<file path="config.mk">
export PLATFORM = sky130hd
export DESIGN_NAME = mips_pipeline_mem_controller
export DESIGN_NICKNAME = d
export VERILOG_FILES = /design/src/rtl/mips_pipeline_mem_controller.sv
export SDC_FILE = /design/constraint.sdc
export NUM_CORES = 1
export LEC_CHECK = 0
export ABC_AREA = 0
export CAP_MARGIN = 20
export CORE_ASPECT_RATIO = 1.4
export CORE_MARGIN = 4
export CORE_UTILIZATION = 28
export CTS_CLUSTER_DIAMETER = 50
export DETAILED_ROUTE_END_ITERATION = 6
export PLACE_DENSITY = 0.68
export SETUP_SLACK_MARGIN = 0.15
export SLEW_MARGIN = 20
export SYNTH_ARGS = -nofsm -noshare
export SYNTH_HDL_FRONTEND = slang
export SYNTH_SLANG_ARGS = --single-unit
</file>
<file path="constraint.sdc">
create_clock -name clock -period 2.3 [get_ports clock]
set_clock_uncertainty 0.15 [all_clocks]
set_input_delay 0.69 -clock clock [delete_from_list [all_inputs] [get_ports clock]]
set_output_delay 0.69 -clock clock [all_outputs]
set_load 0.01 [all_outputs]
</file>
<file path="src/rtl/mips_pipeline_mem_controller.sv">
// ---------------------------------------------------------------------------
// mips_pipeline_mem_controller
//
// Sequencer for the MIPS MEM stage. It sits between the ExMem pipeline
// register and a multi-cycle data memory that uses a req/ack handshake.
// It launches loads and stores, freezes the upstream pipeline until the
// memory answers, and tells the MemWb register each cycle whether to capture
// the current instruction or a bubble. It also provides the captured load
// data on memOut.
//
// Ports
//   clock, reset          single clock; synchronous active-high reset
//   exValid               ExMem holds a valid instruction
//   exMemRead/exMemWrite  load / store (never both)
//   exAddress             byte address (ALU result)
//   exWriteData           store data
//   flush                 squash the instruction in MEM
//   dmemReq               memory request, held until dmemAck
//   dmemWrite             1 = store, 0 = load (registered)
//   dmemAddress           registered request address
//   dmemWriteData         registered store data
//   dmemAck               memory completes the request this cycle
//   dmemReadData          load data, valid with dmemAck
//   stall                 freeze PC, IfId, IdEx and ExMem
//   memWbLoad             MemWb captures the ExMem instruction
//   memWbBubble           MemWb captures the bubble pack
//   memOut                registered load data for MemWb
//   alignError            one-cycle pulse, misaligned memory access
//   busError              one-cycle pulse, access timed out
// ---------------------------------------------------------------------------
module mips_pipeline_mem_controller #(
    parameter int TIMEOUT = 255
) (
    input  logic        clock,
    input  logic        reset,
    input  logic        exValid,
    input  logic        exMemRead,
    input  logic        exMemWrite,
    input  logic [31:0] exAddress,
    input  logic [31:0] exWriteData,
    input  logic        flush,
    output logic        dmemReq,
    output logic        dmemWrite,
    output logic [31:0] dmemAddress,
    output logic [31:0] dmemWriteData,
    input  logic        dmemAck,
    input  logic [31:0] dmemReadData,
    output logic        stall,
    output logic        memWbLoad,
    output logic        memWbBubble,
    output logic [31:0] memOut,
    output logic        alignError,
    output logic        busError
);

    localparam int CNT_W = $clog2(TIMEOUT + 1);
    // Counter value on the last ACCESS cycle allowed before a bus error:
    // the counter starts at 0 on ACCESS cycle 1, so it reads TIMEOUT-1 on
    // ACCESS cycle TIMEOUT.
    localparam logic [CNT_W-1:0] CNT_LAST = CNT_W'(TIMEOUT - 1);

    typedef enum logic [1:0] {
        ST_IDLE   = 2'd0,
        ST_ACCESS = 2'd1,
        ST_DONE   = 2'd2
    } state_t;

    state_t           state_q, state_d;
    logic [31:0]      addr_q, addr_d;
    logic [31:0]      wdata_q, wdata_d;
    logic             write_q, write_d;
    logic [31:0]      mem_out_q, mem_out_d;
    logic [CNT_W-1:0] cnt_q, cnt_d;
    logic             flush_pending_q, flush_pending_d;

    // Un-gated control decisions; reset forces them to their idle values
    // at the output stage below.
    logic stall_c;
    logic req_c;
    logic load_c;
    logic align_c;
    logic bus_c;

    logic is_mem_op;
    assign is_mem_op = exMemRead | exMemWrite;

    always_comb begin
        state_d         = state_q;
        addr_d          = addr_q;
        wdata_d         = wdata_q;
        write_d         = write_q;
        mem_out_d       = mem_out_q;
        cnt_d           = cnt_q;
        flush_pending_d = flush_pending_q;
        stall_c         = 1'b0;
        req_c           = 1'b0;
        load_c          = 1'b0;
        align_c         = 1'b0;
        bus_c           = 1'b0;

        unique case (state_q)
            ST_IDLE: begin
                if (flush || !exValid) begin
                    // squashed or empty slot: bubble
                end else if (!is_mem_op) begin
                    load_c = 1'b1;
                end else if (exAddress[1:0] != 2'b00) begin
                    align_c = 1'b1;
                end else begin
                    stall_c = 1'b1;
                    addr_d  = exAddress;
                    wdata_d = exWriteData;
                    write_d = exMemWrite;
                    cnt_d   = '0;
                    state_d = ST_ACCESS;
                end
            end

            ST_ACCESS: begin
                stall_c = 1'b1;
                req_c   = 1'b1;
                // The access is never aborted; a flush only turns the
                // eventual MemWb capture into a bubble.
                if (flush) begin
                    flush_pending_d = 1'b1;
                end
                if (dmemAck) begin
                    if (!write_q) begin
                        mem_out_d = dmemReadData;
                    end
                    state_d = ST_DONE;
                end else if (cnt_q == CNT_LAST) begin
                    bus_c     = 1'b1;
                    mem_out_d = '0;
                    state_d   = ST_DONE;
                end else begin
                    cnt_d = cnt_q + CNT_W'(1);
                end
            end

            ST_DONE: begin
                load_c          = !(flush_pending_q || flush);
                flush_pending_d = 1'b0;
                state_d         = ST_IDLE;
            end

            default: begin
                state_d = ST_IDLE;
            end
        endcase
    end

    always_ff @(posedge clock) begin
        if (reset) begin
            state_q         <= ST_IDLE;
            addr_q          <= '0;
            wdata_q         <= '0;
            write_q         <= 1'b0;
            mem_out_q       <= '0;
            cnt_q           <= '0;
            flush_pending_q <= 1'b0;
        end else begin
            state_q         <= state_d;
            addr_q          <= addr_d;
            wdata_q         <= wdata_d;
            write_q         <= write_d;
            mem_out_q       <= mem_out_d;
            cnt_q           <= cnt_d;
            flush_pending_q <= flush_pending_d;
        end
    end

    // Reset overrides the combinational controls in the same cycle so an
    // in-flight request is dropped immediately.
    assign stall         = stall_c & ~reset;
    assign dmemReq       = req_c & ~reset;
    assign memWbLoad     = load_c & ~reset;
    assign memWbBubble   = ~load_c | reset;
    assign alignError    = align_c & ~reset;
    assign busError      = bus_c & ~reset;

    assign dmemAddress   = addr_q;
    assign dmemWriteData = wdata_q;
    assign dmemWrite     = write_q;
    assign memOut        = mem_out_q;

endmodule

</file>
# ---- Word-level counts from Yosys, hierarchy flattened
# Index checks and enable logic that the tools add are counted.
dict set report totals {
  inputBits 103
  output_inout_bits 103
  wordCells 76
  regBits 108
}
dict set report classes {
  n_mux 32
  eq_ne 11
  n_addsub 1
  n_bitwise 11
  reduce_logical 14
}
# op n
set ops {}
lappend ops {{32-bit two-way mux} 3}
lappend ops {{8-bit two-way mux} 5}
lappend ops {{8-bit one-hot mux with 2 select lines} 1}
lappend ops {{1-bit two-way mux} 14}
lappend ops {{2-bit != test (second input constant)} 7}
lappend ops {{2-bit two-way mux} 5}
lappend ops {{8-bit by 1-bit adder with 8-bit output (second input constant)} 1}
lappend ops {{8-bit equality test (second input constant)} 1}
lappend ops {{4-bit AND reduction} 2}
lappend ops {{2-bit nonzero test} 4}
lappend ops {{1-bit one-hot mux with 2 select lines} 3}
lappend ops {{6-bit AND reduction} 1}
lappend ops {{1-bit bitwise AND} 5}
lappend ops {{1-bit NOT} 4}
lappend ops {{2-bit one-hot mux with 2 select lines} 1}
lappend ops {{3-bit != test (second input constant)} 1}
lappend ops {{3-bit AND reduction} 1}
lappend ops {{2-bit by 1-bit equality test with 1-bit output (second input constant)} 1}
lappend ops {{2-bit equality test (second input constant)} 1}
lappend ops {{1-bit zero test} 2}
lappend ops {{2-bit zero test} 1}
lappend ops {{1-bit logical OR} 2}
lappend ops {{1-bit OR} 2}
lappend ops {{2-bit AND reduction} 1}

# ---- Depth between registers and ports, before layout
dict set report logic_depth {
  depth_word 6
  ltp_mapped 7
  depth_no_buf 6
}

# ---- Worst setup path after synthesis
# Ideal clock, no wire load.
dict set report synth_timing {
  path_kind {input-to-output}
  from {input port flush}
  to {output port memWbLoad}
  path_stages 4
  setup_slack_ps -76
  required_time_ps 1460
  n_path_buf 0
  t_arrival_ps 1536
  cell_sequence {nor4b_4 a22oi_1 or3_1 inv_1}
}
dict set report synth_between {
  elab_chain_len 4
  word_cells_on_any_way 6
  classes_between {mux (2); bitwise (1); reduce/logical (3)}
}
# element line_no
set synth_rtl {}
lappend synth_rtl {{start, declared} 41} ;# input logic flush,
lappend synth_rtl {{1-bit logical OR, on equally long branches} {103, 142}}
lappend synth_rtl {{1-bit two-way mux / 1-bit zero test (equally long branches)} {103, 142}}
lappend synth_rtl {{1-bit one-hot mux with 2 select lines *} 101} ;# unique case (state_q)
lappend synth_rtl {{1-bit bitwise AND *} 177} ;# assign memWbLoad = load_c & ~reset;
lappend synth_rtl {{end, declared} 49} ;# output logic memWbLoad,
# Mark *: on every way between the ends. The rest lies on a longest branch, timed or not.

# ---- Final worst setup path
# Ends and elaborated chain as after synthesis.

==> impl_metrics.json <==
{
  "outcome": "complete, but fails checks",
  "violations": "setup timing",
  "hp-start": "dmemWriteData[18]",
  "ir_drop_v": 0.000309,
  "core_mm2": 0.0135,
  "seq_power_share": 0.513,
  "hold_violations": 0,
  "clk-insertion-delay-late_ns": 0.33,
  "synth_nets": 534,
  "grt_pass1_vias": 4003,
  "r2r_end": "dmemWriteData[4]",
  "drive_gt1_frac": 0.142,
  "comb_power_share": 0.105,
  "worst-path-max-fanout": 2,
  "numCtsBuffers": 9,
  "cp.arrival_ns": 1.73,
  "min_period_ns": 2.57,
  "clkPwrFrac": 0.383,
  "via_per_inst": 4.62,
  "worstMarginPinSlew_ns": 0.303,
  "multi_input_area_mm2": 0.00161,
  "worstSetupEndpointType": "primary output",
  "r2r_start": "state_q[0]",
  "syn2layout_area_growth_pct": 73.2,
  "fin_ws_ns": -0.274,
  "synth_area_leaders": "dfxtp_1 (56%), nand2_1 (13%), a21oi_1 (8.9%)",
  "whs_path_depth": 2,
  "rsz0062_at_grt": "true",
  "nets": 762,
  "fmax_ghz": 0.388,
  "post_synth_num_cell_types": 35,
  "critical_path.max_stage_delay_ns": 0.41,
  "synth_seq_cells": 108,
  "dpl.hpwl_um": 9590,
  "report.final.slew_viol_count": 0,
  "avgSynthCellArea_um2": 9.00,
  "drv_cap": 0,
  "startpoint": "flush",
  "cts_max_path_buffers": 2,
  "synthCells": 429,
  "crit_slowest_cell": "or3_4",
  "diodes": 0,
  "drtPass1Iterations": 4,
  "async_flop_share": 0,
  "period_share": 1.12,
  "cts.sinks": 108,
  "grt_overflow": 0,
  "io_pins": 206,
  "cts_hold_buf": 0,
  "synthFlopType": "dfxtp_1",
  "post-place-ws_ns": -1.06,
  "finalInstanceArea_mm2": 0.00669,
  "intPower_w": 0.00288,
  "p_sw_w": 0.000837,
  "crit_path_start_kind": "input pin",
  "gp_congestion": 0.843,
  "cts_tree": "done",
  "synth_edf_count": 0,
  "num_rows": 50,
  "ant_nets": 0,
  "hold_class": "reg -> reg",
  "worstPathCellList": "buf_8 > nor4b_4 > a22oi_2 > or3_4 > inv_2 > buf_6",
  "drt_wl_total_um": 12800,
  "final-seq-area_mm2": 0.00217,
  "ys_warn_count": 0,
  "worstSetupPathType": "in -> out",
  "p_leak_nw": 2.40,
  "r2r_slack_ns": 0.39,
  "power.density_mw_per_mm2": 556,
  "grt_use_met1": 0.171,
  "finalNonFillerCells": 844,
  "setup_viol": 4,
  "netlist_area_mm2": 0.00386,
  "place_area_mm2": 0.00627,
  "switching_share": 0.225,
  "grt-busiest-layer": "met2",
  "die_y_um": 147,
  "grt_use_met2": 0.292,
  "fin_tns_setup_ns": -0.721,
  "grt_pass1_wl_um": 20000,
  "synth_top_area_cell": "dfxtp_1",
  "io_buffers": 205,
  "globalRouteMet3Util": 0.0426,
  "slew-limit-headroom": 0.793,
  "synth-seq-area-share": 0.560,
  "grt_usage": 0.158,
  "fp.dieArea_mm2": 0.0158,
  "path_clk_slew_ns": 0.07,
  "h-tree-depth": 3,
  "vias": 3897,
  "start_util": 0.287,
  "drcViolationCount": 0,
  "fp.dieW_um": 107,
  "fill_cells": 1273,
  "antenna_found_initial": 0,
  "worstRegToRegCells": 7,
  "wl_per_cell_um": 15.2,
  "root_buffer": "clkbuf_16",
  "min_to": "dmemWriteData[18]",
  "grt_max_degree": 40,
  "worstPathRequired_ns": 1.46,
  "dp.cells": 821,
  "synth_top_area_share": 0.560,
  "drt_iter0_drc": 139
}
==> worst max-delay path by stage <==
stage | endpoint | slack [ns] | cells after the start
6_report | memWbLoad | -0.27 | 6
3_5_place_dp | memWbLoad | -1.06 | 6
3_3_place_gp | memWbLoad | -1.03 | 6
4_1_cts | memWbLoad | -0.32 | 6
2_1_floorplan | memWbLoad | -0.03 | 4
5_1_grt | memWbLoad | -0.33 | 6
==> stage by stage <==
stage	hold slack, ns	util	total power [W]
floorplan	0.311	-	0.00205
detailed placement	0.295	0.467	0.00233
CTS	0.306	0.494	0.00378
global placement	0.290	0.467	0.00232
finish	0.306	0.497	0.00372
global route	0.321	0.497	0.00387
==> power groups by stage <==
stage / Combinational (W) / Sequential [W] / Clock, W
3_3_place_gp: 0.000371 / 0.00195 / 0
2_1_floorplan: 0.0000890 / 0.00196 / 0
6_report: 0.000390 / 0.00191 / 0.00142
3_5_place_dp: 0.000376 / 0.00195 / 0
4_1_cts: 0.000390 / 0.00191 / 0.00149
5_1_grt: 0.000417 / 0.00191 / 0.00155
==> registers in the layout (all words and copies together), names as in the netlist <==
| name | cells |
|---|---|
| memOut | 32 |
| dmemWrite | 1 |
| dmemAddress | 32 |
| dmemWriteData | 32 |
| cnt_q | 8 |
| flush_pending_q | 1 |
| state_q | 2 |
==> logic make-up after synthesis <==
logic type	share of synthesized area
flip-flops	0.560
adder cells (fa/ha/maj)	0.00648
AND/OR/NAND/NOR	0.189
buffers and inverters	0.0496
AO/OA/AOI/OAI	0.195
==> repair_timing <==
item | 4_1_cts | 5_1_grt
endpoints found under the setup margin | 66 | 6
gates cloned | 0 | 0
pin swaps | 8 | 4
gates resized for setup | 79 | 6
setup buffers | 6 | 1
hold endpoints to repair | 0 | 0
==> worst max-delay path: cells and delay by family <==
family,cells,cell delay (ns)
AO/OA/AOI/OAI,1,0.13
buffers and inverters,3,0.26
AND/OR/NAND/NOR,2,0.66
==> cell usage after synthesis (2+ instances only) <==
master and count:
nand2_1 129, a22o_1 32, or3_1 3, buf_4 4, nand2b_1 4, dfxtp_1 108
and3_1 2, nor2_1 10, o31ai_1 2, nand3_1 5, nor3_1 2, ha_1 2
clkbuf_1 10, inv_1 6, and2_1 3, a41oi_1 2, buf_2 9, a311oi_1 4
or2_2 2, buf_6 5, a21oi_1 69, o21ai_0 3
==> per-layer routing <==
metal | share of wire | up-vias
met1 | 0.38 | 1840
met3 | 0.063 | 16
li1 | - | 1917
met5 | 0 | -
met4 | 0.022 | 0
met2 | 0.54 | 124
==> cells in the final DEF, fill, tap and decap left out, types with 3 or more instances in the layout <==
cell	synthesis	routed
clkbuf_16	0	9
nand3_1	5	3
nand2_1	129	129
a22o_1	32	32
and2_1	3	3
clkinv_4	0	3
buf_12	0	3
o21ai_0	3	3
dfxtp_1	108	106
buf_6	5	10
buf_2	9	7
inv_2	0	4
clkdlybuf4s50_1	0	190
nand2b_1	4	3
nor2_1	10	7
buf_4	4	32
a21oi_1	69	68
a311oi_1	4	4
==> final cells by class <==
cell class                      instances  area share
Timing Repair Buffer                  245       0.356
Sequential cell                       108       0.324
Multi-Input combinational cell        287       0.241
Clock buffer                           11      0.0348
Tap cell                              182      0.0341
Clock inverter                          5     0.00580
Inverter                                6     0.00337
No activity file was read; power rests on OpenSTA's default activity.
